File: src/rtl/snn_pkg.sv
// Shared SNN definitions: accumulator FSM states, default array geometry and
// the accumulator width derivation used by the weight store and its consumers.
package snn_pkg;

  localparam int NUM_SYNAPSES_DEF = 100;
  localparam int WIDTH_DEF        = 8;

  typedef enum logic [1:0] {
    IDLE,
    SCAN,
    DONE
  } acc_state_e;

  // Wide enough for NUM_SYNAPSES maximum-valued weights, so the sum never wraps.
  function automatic int acc_width(input int num_synapses, input int width);
    return width + $clog2(num_synapses);
  endfunction

endpackage

File: src/rtl/synapse_accumulator_if.sv
// Request/result bundle between a pass requester (master) and the synapse
// accumulator (slave).
interface synapse_accumulator_if
  import snn_pkg::*;
#(
  parameter int NUM_SYNAPSES = NUM_SYNAPSES_DEF,
  parameter int WIDTH_P      = WIDTH_DEF
);

  localparam int ACC_W = acc_width(NUM_SYNAPSES, WIDTH_P);

  logic [NUM_SYNAPSES*WIDTH_P-1:0] weights_i;
  logic [NUM_SYNAPSES-1:0]         spikes_i;
  logic                            start_i;
  logic                            busy_o;
  logic                            done_o;
  logic [ACC_W-1:0]                sum_o;
  logic                            spike_o;

  modport master (
    output weights_i, spikes_i, start_i,
    input  busy_o, done_o, sum_o, spike_o
  );

  modport slave (
    input  weights_i, spikes_i, start_i,
    output busy_o, done_o, sum_o, spike_o
  );

endinterface

File: src/rtl/synapse_accumulator_weight_mux.sv
// Combinational selection of one weight from the flat weight bus. Indices past
// the last synapse yield zero rather than reading outside the bus.
module synapse_accumulator_weight_mux #(
  parameter int NUM_SYNAPSES = 100,
  parameter int WIDTH_P      = 8,
  parameter int IDX_W        = 7
) (
  input  logic [NUM_SYNAPSES*WIDTH_P-1:0] weights_i,
  input  logic [IDX_W-1:0]                idx_i,
  output logic [WIDTH_P-1:0]              weight_o
);

  always_comb begin
    weight_o = '0;
    for (int k = 0; k < NUM_SYNAPSES; k++) begin
      if (idx_i == IDX_W'(k)) weight_o = weights_i[k*WIDTH_P +: WIDTH_P];
    end
  end

endmodule

File: src/rtl/synapse_accumulator.sv
// Scans the weight array one synapse per cycle, summing weights of spiking
// inputs, and reports the sum plus a threshold comparison with fixed latency.
module synapse_accumulator
  import snn_pkg::*;
#(
  parameter int NUM_SYNAPSES = NUM_SYNAPSES_DEF,
  parameter int WIDTH_P      = WIDTH_DEF,
  parameter int THRESHOLD    = 256
) (
  input logic                  clk_i,
  input logic                  rst_ni,
  synapse_accumulator_if.slave bus
);

  localparam int ACC_W = acc_width(NUM_SYNAPSES, WIDTH_P);
  localparam int IDX_W = $clog2(NUM_SYNAPSES);
  localparam logic [IDX_W-1:0] LAST_IDX = IDX_W'(NUM_SYNAPSES - 1);

  acc_state_e              state;
  logic [IDX_W-1:0]        idx;
  logic [ACC_W-1:0]        acc;
  logic [ACC_W-1:0]        acc_nxt;
  logic [NUM_SYNAPSES-1:0] snap;
  logic [WIDTH_P-1:0]      weight;

  synapse_accumulator_weight_mux #(
    .NUM_SYNAPSES (NUM_SYNAPSES),
    .WIDTH_P      (WIDTH_P),
    .IDX_W        (IDX_W)
  ) u_weight_mux (
    .weights_i (bus.weights_i),
    .idx_i     (idx),
    .weight_o  (weight)
  );

  // Spikes come from the snapshot so the caller may move on after start.
  always_comb begin
    acc_nxt = acc;
    if (snap[idx]) acc_nxt = acc + ACC_W'(weight);
  end

  always_ff @(posedge clk_i) begin
    if (!rst_ni) begin
      state       <= IDLE;
      idx         <= '0;
      acc         <= '0;
      snap        <= '0;
      bus.busy_o  <= 1'b0;
      bus.done_o  <= 1'b0;
      bus.sum_o   <= '0;
      bus.spike_o <= 1'b0;
    end else begin
      bus.done_o <= 1'b0;
      case (state)
        IDLE: begin
          if (bus.start_i) begin
            snap       <= bus.spikes_i;
            acc        <= '0;
            idx        <= '0;
            bus.busy_o <= 1'b1;
            state      <= SCAN;
          end
        end
        SCAN: begin
          acc <= acc_nxt;
          if (idx == LAST_IDX) begin
            bus.sum_o   <= acc_nxt;
            bus.spike_o <= (32'(acc_nxt) >= 32'(THRESHOLD));
            bus.busy_o  <= 1'b0;
            bus.done_o  <= 1'b1;
            state       <= DONE;
          end else begin
            idx <= idx + 1'b1;
          end
        end
        DONE:    state <= IDLE;
        default: state <= IDLE;
      endcase
    end
  end

endmodule
File: src/flat_wrapper.sv
// flat-port wrapper written by rule: the top's interface ports become plain ports
module synapse_accumulator_flat import snn_pkg::*;
#(
  parameter int NUM_SYNAPSES = NUM_SYNAPSES_DEF,
  parameter int WIDTH_P      = WIDTH_DEF,
  parameter int THRESHOLD    = 256
)
  (clk_i, rst_ni, bus_weights_i, bus_spikes_i, bus_start_i, bus_busy_o, bus_done_o, bus_sum_o, bus_spike_o);
  synapse_accumulator_if #(.NUM_SYNAPSES(NUM_SYNAPSES), .WIDTH_P(WIDTH_P)) bus_i ();
  input logic clk_i;
  input logic rst_ni;
  input wire logic [$bits(bus_i.weights_i)-1:0] bus_weights_i;
  input wire logic [$bits(bus_i.spikes_i)-1:0] bus_spikes_i;
  input wire logic [$bits(bus_i.start_i)-1:0] bus_start_i;
  output wire logic [$bits(bus_i.busy_o)-1:0] bus_busy_o;
  output wire logic [$bits(bus_i.done_o)-1:0] bus_done_o;
  output wire logic [$bits(bus_i.sum_o)-1:0] bus_sum_o;
  output wire logic [$bits(bus_i.spike_o)-1:0] bus_spike_o;
  assign bus_i.weights_i = bus_weights_i;
  assign bus_i.spikes_i = bus_spikes_i;
  assign bus_i.start_i = bus_start_i;
  assign bus_busy_o = bus_i.busy_o;
  assign bus_done_o = bus_i.done_o;
  assign bus_sum_o = bus_i.sum_o;
  assign bus_spike_o = bus_i.spike_o;
  synapse_accumulator #(.NUM_SYNAPSES(NUM_SYNAPSES), .WIDTH_P(WIDTH_P), .THRESHOLD(THRESHOLD)) u_core (.clk_i(clk_i), .rst_ni(rst_ni), .bus(bus_i));
endmodule
File: config.mk
export PLATFORM = sky130hd
export DESIGN_NAME = synapse_accumulator_flat
export DESIGN_NICKNAME = d
export VERILOG_FILES = /design/src/rtl/snn_pkg.sv /design/src/rtl/synapse_accumulator_if.sv /design/src/rtl/synapse_accumulator_weight_mux.sv /design/src/rtl/synapse_accumulator.sv /design/src/flat_wrapper.sv
export SDC_FILE = /design/constraint.sdc
export NUM_CORES = 1
export LEC_CHECK = 0
export ABC_AREA = 1
export CAP_MARGIN = 20
export CORE_AREA = 2 2 362 364
export CTS_CLUSTER_SIZE = 8
export DETAILED_ROUTE_END_ITERATION = 8
export DIE_AREA = 0 0 364 366
export GPL_TIMING_DRIVEN = 0
export PLACE_DENSITY_LB_ADDON = 0.08
export SLEW_MARGIN = 25
export SYNTH_ARGS = -nofsm -noshare
export SYNTH_HDL_FRONTEND = slang
export SYNTH_SLANG_ARGS = --single-unit
File: constraint.sdc
create_clock -name clk_i -period 16.5 [get_ports clk_i]
set_input_delay 2.475 -clock clk_i [delete_from_list [all_inputs] [get_ports clk_i]]
set_output_delay 2.475 -clock clk_i [all_outputs]
set_load 0.02 [all_outputs]
## Word-level counts from Yosys, hierarchy flattened

Index checks and enable logic that the tools add are counted.

| cells by class | value |
|---|---|
| $add $sub $neg | 2 |
| eq/ne operators | 103 |
| $lt $le $gt $ge | 2 |
| reductions and logical operators | 10 |
| multiplexer cells | 115 |

Operator list:

| cell | number |
|---|---|
| 2-to-1 mux 8 bit | 100 |
| == test 7 bit (second input constant) | 36 |
| == test 7 x 6 -> 1 bit (second input constant) | 32 |
| == test 7 x 5 -> 1 bit (second input constant) | 16 |
| == test 7 x 4 -> 1 bit (second input constant) | 8 |
| 2-to-1 mux 15 bit | 2 |
| one-hot mux 15 bit (2 select lines) | 1 |
| == test 7 x 3 -> 1 bit (second input constant) | 4 |
| adder 15 x 8 -> 15 bit | 1 |
| greater-or-equal comparator 15 x 9 -> 1 bit (second input constant) | 1 |
| == test 7 x 2 -> 1 bit (second input constant) | 2 |
| 2-to-1 mux 7 bit | 2 |
| one-hot mux 7 bit (2 select lines) | 1 |
| AND reduction 2 bit | 5 |
| less-than comparator 7 x 8 -> 1 bit (second input constant) | 1 |
| adder 7 x 1 -> 7 bit (second input constant) | 1 |
| binary-select mux 1 bit (select 7 bit) | 1 |
| == test 7 x 1 -> 1 bit (second input constant) | 1 |
| zero test 7 bit | 1 |
| AND reduction 3 bit | 2 |
| 2-to-1 mux 1 bit | 4 |
| 2-to-1 mux 2 bit | 2 |
| != test 2 bit (second input constant) | 2 |
| one-hot mux 2 bit (2 select lines) | 1 |
| other kinds (5) | 5 |

| storage, ports and cells | value |
|---|---|
| logic and storage cells | 240 |
| input port bits | 903 |
| output and inout port bits | 18 |
| register bits | 142 |

## Longest topological paths before layout

Gate-level depths: netlist of the first run.

| logic depth | value |
|---|---|
| depth in word-level cells | 104 |
| depth in mapped cells | 125 |
| mapped depth without buffers | 121 |

## Cells and area by module

From an unflattened synthesis of the first run, not the netlist that was laid out.

| unflattened totals | value |
|---|---|
| cell total of the unflattened synthesis | 2738 |
| area, all modules | 14153.6 µm² |

Modules (own cells, without submodules):

| module | area an instance (µm²) | cells an instance | instances | sequential area each (µm²) |
|---|---|---|---|---|
| synapse_accumulator_weight_mux | 7509.7 | 1770 | 1 | 0.0 |
| synapse_accumulator | 6643.9 | 968 | 1 | 2842.7 |

## Worst setup path after synthesis of the first run

Ideal clock, no wire load.

| path | value |
|---|---|
| path kind | input to register |
| from | input bus_weights_i[10] |
| to | register u_core.bus.spike_o |
| buffers on the path | 0 |
| setup slack | 7282 ps |
| arrival time | 9078 ps |
| setup time | 140 ps |
| required time | 16360 ps |
| stages on the path | 115 |
| path through | a21oi_1 -> nand2_1 -> o21ai_1 -> o21ai_1 -> o21ai_1 -> o21ai_1 -> o211ai_1 -> nand2_1 -> nand2_1 -> nand2_1 -> nand2_1 -> nand2_1 -> o21ai_1 -> nand2_1 -> nand2_1 -> nand2_1 -> nand2_1 -> nand2_1 -> (+79 left out) -> nand2_1 -> nand2_1 -> nand2_1 -> nand2_1 -> a21oi_2 -> ha_1 -> a21oi_1 -> and2_1 -> o21ai_0 -> a21oi_1 -> inv_1 -> a21oi_1 -> nor2_1 -> o211ai_1 -> nor2_1 -> xor2_1 -> nor4_1 -> a41oi_1 |

| between the ends | value |
|---|---|
| cells in the longest elaborated chain, start to end | 102 |

RTL lines:

| element | RTL line | source |
|---|---|---|
| from (decl) | flat_wrapper.sv:12 | `input wire logic [$bits(bus_i.weights_i)-1:0] bus_weights_i;` |
| 2-to-1 mux 8 bit (99 in a row) | synapse_accumulator_weight_mux.sv:16 | `if (idx_i == IDX_W'(k)) weight_o = weights_i[k*WIDTH_P +: WIDTH_P];` |
| adder 15 x 8 -> 15 bit | synapse_accumulator.sv:39 | `if (snap[idx]) acc_nxt = acc + ACC_W'(weight);` |
| 2-to-1 mux 15 bit | synapse_accumulator.sv:39 |  |
| greater-or-equal comparator 15 x 9 -> 1 bit | synapse_accumulator.sv:68 | `bus.spike_o <= (32'(acc_nxt) >= 32'(THRESHOLD));` |
| to (signal assigned) | synapse_accumulator.sv:68 |  |
| to (decl) | synapse_accumulator_if.sv:27 | `output busy_o, done_o, sum_o, spike_o` |

Every way passes these cells.
A chain may end at the register's enable or synchronous reset.

## Worst setup path in the final report of the first run

| path | value |
|---|---|
| from | register u_core.idx[1] |
| to | register u_core.bus.spike_o |

| between the ends | value |
|---|---|
| cells in the longest elaborated chain, start to end | 104 |
| elaborated cells between the ends (all ways) | 206 |
| those cells by class | 1 x add/sub; 1 x order compare; 99 x eq/ne; 103 x mux; 2 x reduce/logical |

RTL lines:

| element | RTL line | source |
|---|---|---|
| from (decl) | synapse_accumulator.sv:20 | `logic [IDX_W-1:0] idx;` |
| from (signal assigned) | synapse_accumulator.sv:73 | `idx <= idx + 1'b1;` |
| zero test 7 bit | synapse_accumulator_weight_mux.sv:16 |  |
| 2-to-1 mux 8 bit (100 in a row) | synapse_accumulator_weight_mux.sv:16 |  |
| adder 15 x 8 -> 15 bit | synapse_accumulator.sv:39 |  |
| 2-to-1 mux 15 bit | synapse_accumulator.sv:39 |  |
| greater-or-equal comparator 15 x 9 -> 1 bit | synapse_accumulator.sv:68 |  |

Parallel ways exist; a longest one is shown, timed or not. The select of a mux whose other input is x is not followed.

==> summary.md, run 1 <==
| Metric | Value |
|---|---|
| Status | completed |
| Tmin final | 13.80 ns |
| Full die area | 133200 um^2 |
| Type of the tightest min-delay check | register to register |
| All-Layer GR Usage | 19.94% |
| Row cnt | 132 |
| Worst Max-Slew Pin Slew | 1.071 ns |
| Worst Setup Slack, final | between 2 and 3 ns |
| Mux cell area share after synthesis | 0.2745% |
| Worst EP arrival | 14.17 ns |
| Post-CTS setup buffer count | 0 |
| Pre-CTS setup slack | roughly 2.4 ns |
| Pint | 0.8526 mW |
| Io pins | 921 |
| Global-route wire length before repair | 185900 um |
| H-tree levels | 4 |
| Final net count | 5009 |
| # fillers | 15102 |
| Pwr Density | 47.64 nW/um^2 |
| Peak supply drop | approximately 0.048 mV |
| DP Cell Count | 5815 |
| Post-synthesis area per instance | 5.061 um^2 |
| Via Count | 23505 |
| Data required time of the critical path | 16.87 ns |
| Distinct cells, synth | 46 |
| Crit path kind | register to register |
| Worst r2r src | u_core.idx[1] |
| Footprint of the multi-input gates | approximately 11000 um^2 |
| Placed inst area | 27370 um^2 |
| Slowest CP cell | clkbuf_1 |
| Final Hold Vio Count | 0 |
| Post-route cell area | 28070 um^2 |
| EDFF count, synth | 0 |
| Most common cell in the netlist | nand2_1 |
| FF+latch count, synth | approximately 140 |
| Hold Crit Start | u_core.bus.sum_o[0] |
| Pin count of the biggest net entering global routing | 17 |
| Worst-path clk slew | 0.07 ns |
| Vias/cell | 3.983 |
| Register share of total power | between 20% and 30% |
| Post-Synth XOR/XNOR Area | 0.7137% |
| Switching pwr | 0.4845 mW |
| Syn nets | 4069 |
| Max Freq | 72.46 MHz |
| Resized Gates After CTS | 0 |
| Top cell type's share of synthesized area | 25.04% |
| Clk pwr share | 28.6% |
| Antenna violations before repair | 119 |
| Asr flop ratio synth | 0% |
| Post-route DRC | 0 |
| Worst setup EP type | register |
| Slew Limit Headroom | 28.50% |
| Hold WS | 0.4693 ns |
| Post-synthesis adder-cell area fraction | 1.145% |
| Warnings, synthesis | 0 |
| Setup TNS | 0 ns |
| Mapped cell area | 15950 um^2 |
| Core area | around 130000 um^2 |
| CTS Buf Count | 17 |
| Post-synthesis simple-gate area fraction | 45.20% |
| Crit-path max cell delay | 0.59 ns |
| Clk_skew | 0.01218 ns |
| Synth area leaders | nand2_1 (25%), dfxtp_1 (18%), a21oi_1 (13%) |
| Clk sink count | roughly 140 |
| Worst setup SP type | register |
| Avg WL per Cell | approximately 24 um |
| Post-layout util | 21.76% |
| Endpoints failing setup | 0 |
| Worst skew pair latency | between 0.4 and 0.5 ns |
| Final WL | around 140000 um |
| Crit-path max FO | 11 |
| Post-synth top flop | dfxtp_1 |
| Vias in the first global route | 23665 |
| Layout cells sized above 1 | 4.239% |
| CTS tree | yes |
| Initial Util | 12.37% |
| Post-CTS Hold Fix Bufs | 0 |
| Tot Pwr | 1.337 mW |
| Register area | 2843 um^2 |
| CTS max path bufs | 2 |
| Aggregate global routing overflow | 0 |
| Lkg Pwr | 12.04 nW |
| Post-synth top cells | nand2_1 (1064), nor2_1 (519), a21oi_1 (409) |
| Final cycle utilization of the critical path | 83.64% |
| Post-route ant nets | 0 |
| DRT iter0 DRCs | 1416 |
| Die X | around 360 um |
| Cell taking the most area after synthesis | nand2_1 |
| Mapped Cells | 3152 |
| Switching fraction of total power | 36.23% |
| Placed wire-length estimate | 119500 um |
| Root Driver | clkbuf_16 |
| RSZ-0062 raised after global routing | false |
| RePlAce Congestion | 0.9108 |
| Post-route non-filler standard cell count | 5901 |
| Sequential share of the synthesized area | 17.82% |
| Largest family of logic cells by synthesized area | simple AND/OR/NAND/NOR gates |
| CP dominant cell by count | nand2_1 |
| Pre-antenna DRT Iters | 5 |
| Combinational Power Share | between 40% and 50% |
| Synth Area in Compound Gates | 22.51% |
| Die height | around 370 um |
| Port bufs | 920 |
| Slew Viols, Final | 0 |
| Worst Setup SP | u_core.idx[1] |
| Max Cap Viol | 0 |
| Layout area overhead | 75.94% |
==> final timing paths <==
path	to	slack [ns]	cells past startpoint
setup / recovery	u_core.bus.spike_o	2.70	116
hold / removal	u_core.bus.sum_o[0]	0.47	2
setup reg to reg	u_core.bus.spike_o	2.70	116
hold reg to reg	u_core.bus.sum_o[0]	0.47	2
==> power groups by stage <==
stage | clock network (mW) | logic, mW | registers, mW
floorplan | 0 | 0.213 | 0.380
global placement | 0 | 0.586 | 0.385
detailed placement | 0 | 0.585 | 0.384
CTS | 0.396 | 0.589 | 0.377
global route | 0.407 | 0.638 | 0.379
finish | 0.382 | 0.578 | 0.377
==> registers in the layout, summed over array words and instances, names as in the netlist <==
register,cells
u_core.bus.done_o,1
u_core.snap,100
u_core.bus.sum_o,15
u_core.acc,15
u_core.idx,7
u_core.bus.spike_o,1
u_core.bus.busy_o,1
u_core.state,2
==> worst max-delay path, delay by kind of cell (launching register included) <==
kind | cells | cell delay (ns)
AO/OA/AOI/OAI | 4 | 0.69
XOR/XNOR | 1 | 0.22
adder cells (fa/ha/maj) | 3 | 0.93
buffers and inverters | 7 | 2.51
flip-flops | 1 | 0.33
AND/OR/NAND/NOR | 101 | 8.96
==> routing by layer <==
metal	vias to the layer above	wire length [um]	GRT usage, %
li1	11884	-	-
met1	10589	56070	23.47
met2	771	67920	34.41
met3	195	10860	5.283
met4	66	3581	7.237
met5	-	391	0
==> layout make-up <==
cell class	count	area share, %
Inverter	369	4.939
Clock buffer	18	1.565
Buffer	136	2.073
Timing Repair Buffer	921	32.84
Tap cell	1742	7.766
Clock inverter	14	0.4324
Multi-Input combinational cell	2505	39.78
Antenna cell	54	0.4815
Sequential cell	142	10.13
==> layout by cell type (no fill, tap or decap), drive strengths merged, types with 7 or more instances in the layout <==
| cell type | synthesis | routed |
|---|---|---|
| nand2 | 1069 | 1069 |
| clkdlybuf4s50 | 0 | 920 |
| nor2 | 535 | 535 |
| a21oi | 410 | 410 |
| inv | 361 | 371 |
| o21ai | 210 | 210 |
| dfxtp | 142 | 142 |
| nand3 | 114 | 114 |
| clkbuf | 95 | 113 |
| or2 | 59 | 59 |
| diode | 0 | 54 |
| buf | 39 | 40 |
| ha | 13 | 13 |
| clkinv | 8 | 11 |
| o211ai | 10 | 10 |
| a32o | 10 | 10 |
| o22ai | 9 | 9 |
| xor2 | 8 | 8 |
| nor3 | 8 | 8 |
| nand4 | 7 | 7 |
| a22oi | 7 | 7 |
| a32oi | 7 | 7 |
| a22o | 7 | 7 |
==> cells by family after synthesis <==
family,after synthesis
XOR/XNOR,13
AO/OA/AOI/OAI,679
flip-flops,142
AND/OR/NAND/NOR,1795
adder cells (fa/ha/maj),14
multiplexers,4
buffers and inverters,505
Power figures use the tool's default switching activity.
==> run 2, diff against run 1 <==
--- a/config.mk
+++ b/config.mk
@@ -7,10 +7,10 @@
 export LEC_CHECK = 0
 export ABC_AREA = 1
 export CAP_MARGIN = 20
-export CORE_AREA = 2 2 362 364
+export CORE_AREA = 2 2 354 356
 export CTS_CLUSTER_SIZE = 8
 export DETAILED_ROUTE_END_ITERATION = 8
-export DIE_AREA = 0 0 364 366
+export DIE_AREA = 0 0 356 358
 export GPL_TIMING_DRIVEN = 0
 export PLACE_DENSITY_LB_ADDON = 0.08
 export SLEW_MARGIN = 25
==> constraint.sdc (replaced) <==
create_clock -name clk_i -period 14.3 [get_ports clk_i]
set_input_delay 2.145 -clock clk_i [delete_from_list [all_inputs] [get_ports clk_i]]
set_output_delay 2.145 -clock clk_i [all_outputs]
set_load 0.02 [all_outputs]
==> summary.md, run 2 (synthesis results as in run 1) <==
| Metric | Value |
|---|---|
| Avg WL per Cell | 23.62 um (was 23.53 um) |
| Clk_skew | 0.01944 ns (was 0.01218 ns) |
| Final cycle utilization of the critical path | 89.69% (was 83.64%) |
| RePlAce Congestion | 0.8945 (was 0.9108) |
| Peak supply drop | 0.06542 mV (was 0.04773 mV) |
| Slew Viols, Final | 0 (unchanged) |
| Max Freq | 77.97 MHz (was 72.46 MHz) |
| Worst setup EP type | register (unchanged) |
| Initial Util | 12.94% (was 12.37%) |
| Worst-path clk slew | 0.07 ns (about the same) |
| Data required time of the critical path | 14.61 ns (was 16.87 ns) |
| Max reg flops | 100 (unchanged) |
| Clk sink count | 142 (unchanged) |
| All-Layer GR Usage | 20.35% (was 19.94%) |
| Die X | 356 um (was 364 um) |
| CTS Buf Count | 17 (unchanged) |
| Worst skew pair latency | 0.45 ns (about the same) |
| Most common cell after layout, fill and taps aside | nand2_1 (unchanged) |
| Full die area | 127400 um^2 (was 133200 um^2) |
| Slew Limit Headroom | 35.11% (was 28.50%) |
| Pin count of the biggest net entering global routing | 17 (unchanged) |
| DRT iter0 DRCs | 1598 (was 1416) |
| Antenna violations before repair | 83 (was 119) |
| Setup TNS | 0 ns (unchanged) |
| CP dominant cell by count | nand2_1 (unchanged) |
| Worst EP arrival | 13.13 ns (was 14.17 ns) |
| Layout area overhead | 75.44% (was 75.94%) |
| Final WL | 136600 um (was 138800 um) |
| Worst Max-Slew Pin Slew | 0.9698 ns (was 1.071 ns) |
| Worst setup SP type | register (unchanged) |
| Root Driver | clkbuf_16 (unchanged) |
| Max Cap Viol | 0 (unchanged) |
| Vias/cell | 4.070 (was 3.983) |
| Endpoints failing setup | 0 (unchanged) |
| Placed wire-length estimate | 117400 um (was 119500 um) |
| Crit-path max FO | 16 (was 11) |
| Via Count | 23531 (was 23505) |
| H-tree levels | 4 (unchanged) |
| Pre-CTS setup slack | 0.2587 ns (was 2.406 ns) |
| Pre-antenna DRT Iters | 7 (was 5) |
| CTS tree | yes (unchanged) |
| Post-CTS Hold Fix Bufs | 0 (unchanged) |
| Vias in the first global route | 23501 (was 23665) |
| Post-route DRC | 0 (unchanged) |
| RSZ-0062 raised after global routing | false (unchanged) |
| Hold-critical path depth | 2 (unchanged) |
| Most flops, register | u_core.snap (unchanged) |
| R2R cell count | 119 (was 116) |
| Status | completed (unchanged) |
| Post-layout util | 22.70% (was 21.76%) |
| Crit path kind | register to register (unchanged) |
| Row cnt | 129 (was 132) |
| Aggregate global routing overflow | 0 (unchanged) |
| Tmin final | 12.83 ns (was 13.80 ns) |
| Crit-path max cell delay | 0.49 ns (was 0.59 ns) |
| Most frequent cells in the layout | nand2_1 (1062), clkdlybuf4s50_1 (920), nor2_1 (514) (was nand2_1 (1062), clkdlybuf4s50_1 (920), nor2_1 (515)) |
| Layout cells sized above 1 | 4.573% (was 4.239%) |
| Global-route wire length before repair | 182800 um (was 185900 um) |
| Post-route ant nets | 0 (unchanged) |
| Top Registers | u_core.snap (100), u_core.acc (15), u_core.bus.sum_o (15) (unchanged) |
| Port bufs | 920 (unchanged) |
| Worst Setup Slack, final | 1.475 ns (was 2.699 ns) |
| Io pins | 921 (unchanged) |
| Slowest CP cell | clkinvlp_4 (was clkbuf_1) |
| CTS max path bufs | 2 (unchanged) |
| Die height | 358 um (was 366 um) |
| Final Hold Vio Count | 0 (unchanged) |
| Core area | 123300 um^2 (was 129000 um^2) |
| Type of the tightest min-delay check | register to register (unchanged) |
| Final net count | 5015 (was 5009) |
| Pwr Density | 55.75 nW/um^2 (was 47.64 nW/um^2) |
| Lkg Pwr | 12.08 nW (was 12.04 nW) |
[run 2: path summary, 6_finish.rpt]
| kind | startpoint | endpoint | slack, ns |
|---|---|---|---|
| worst max-delay path | u_core.idx[0] | u_core.bus.spike_o | 1.47 |
| worst min-delay path | u_core.acc[13] | u_core.acc[13] | 0.47 |
| worst max register to register | u_core.idx[0] | u_core.bus.spike_o | 1.47 |
| worst min register to register | u_core.acc[13] | u_core.acc[13] | 0.47 |
[run 2: stage by stage]
stage / cell area, um^2 / cells / hold slack, ns / power, mW
floorplan: 15950 / 3152 / 0.4453 / 0.6844
global placement: 27210 / 5709 / 0.4497 / 1.121
detailed placement: 27230 / 5710 / 0.4534 / 1.120
CTS: 27820 / 5742 / 0.4724 / 1.589
global route: 27950 / 5766 / 0.4828 / 1.659
finish: 27990 / 5781 / 0.4668 / 1.560
[run 2: cell type report]
| class | count | area [um^2] |
|---|---|---|
| fillers | 14433 | 95330 |
| multi-input cells | 2505 | 11180 |
| plain buffers | 134 | 576.8 |
| well taps | 1637 | 2048 |
| flip-flops and latches | 142 | 2843 |
| inverters | 369 | 1401 |
| clock buffers | 18 | 429.2 |
| repair buffers | 929 | 9276 |
| clock inverters | 14 | 152.6 |
| diodes | 33 | 82.58 |
[run 2: critical path: cells and delay by family, from the launching register on]
family / cells / cell delay (ns)
AND/OR/NAND/NOR: 99 / 7.87
buffers and inverters: 6 / 2.00
AO/OA/AOI/OAI: 11 / 1.55
adder cells (fa/ha/maj): 2 / 0.64
flip-flops: 1 / 0.38
XOR/XNOR: 1 / 0.19
[run 2: power breakdown]
group          internal, mW  switching [mW]  leakage, nW
logic                 0.330           0.336         10.6
registers             0.421          0.0138         1.17
clock network         0.247           0.212        0.281
[run 2: per-layer routing]
| layer | GRT usage, % | vias up | share of wire, % |
|---|---|---|---|
| met4 | 3.857 | 44 | 1.1 |
| li1 | - | 11872 | - |
| met2 | 37.12 | 726 | 51 |
| met5 | 0 | - | 0.21 |
| met3 | 4.779 | 123 | 6.7 |
| met1 | 24.19 | 10766 | 41 |
[run 2: repair_timing]
item | in CTS | in global routing
buffers inserted | 0 | 8
setup endpoints to repair | 0 | 21
resized for setup | 0 | 12
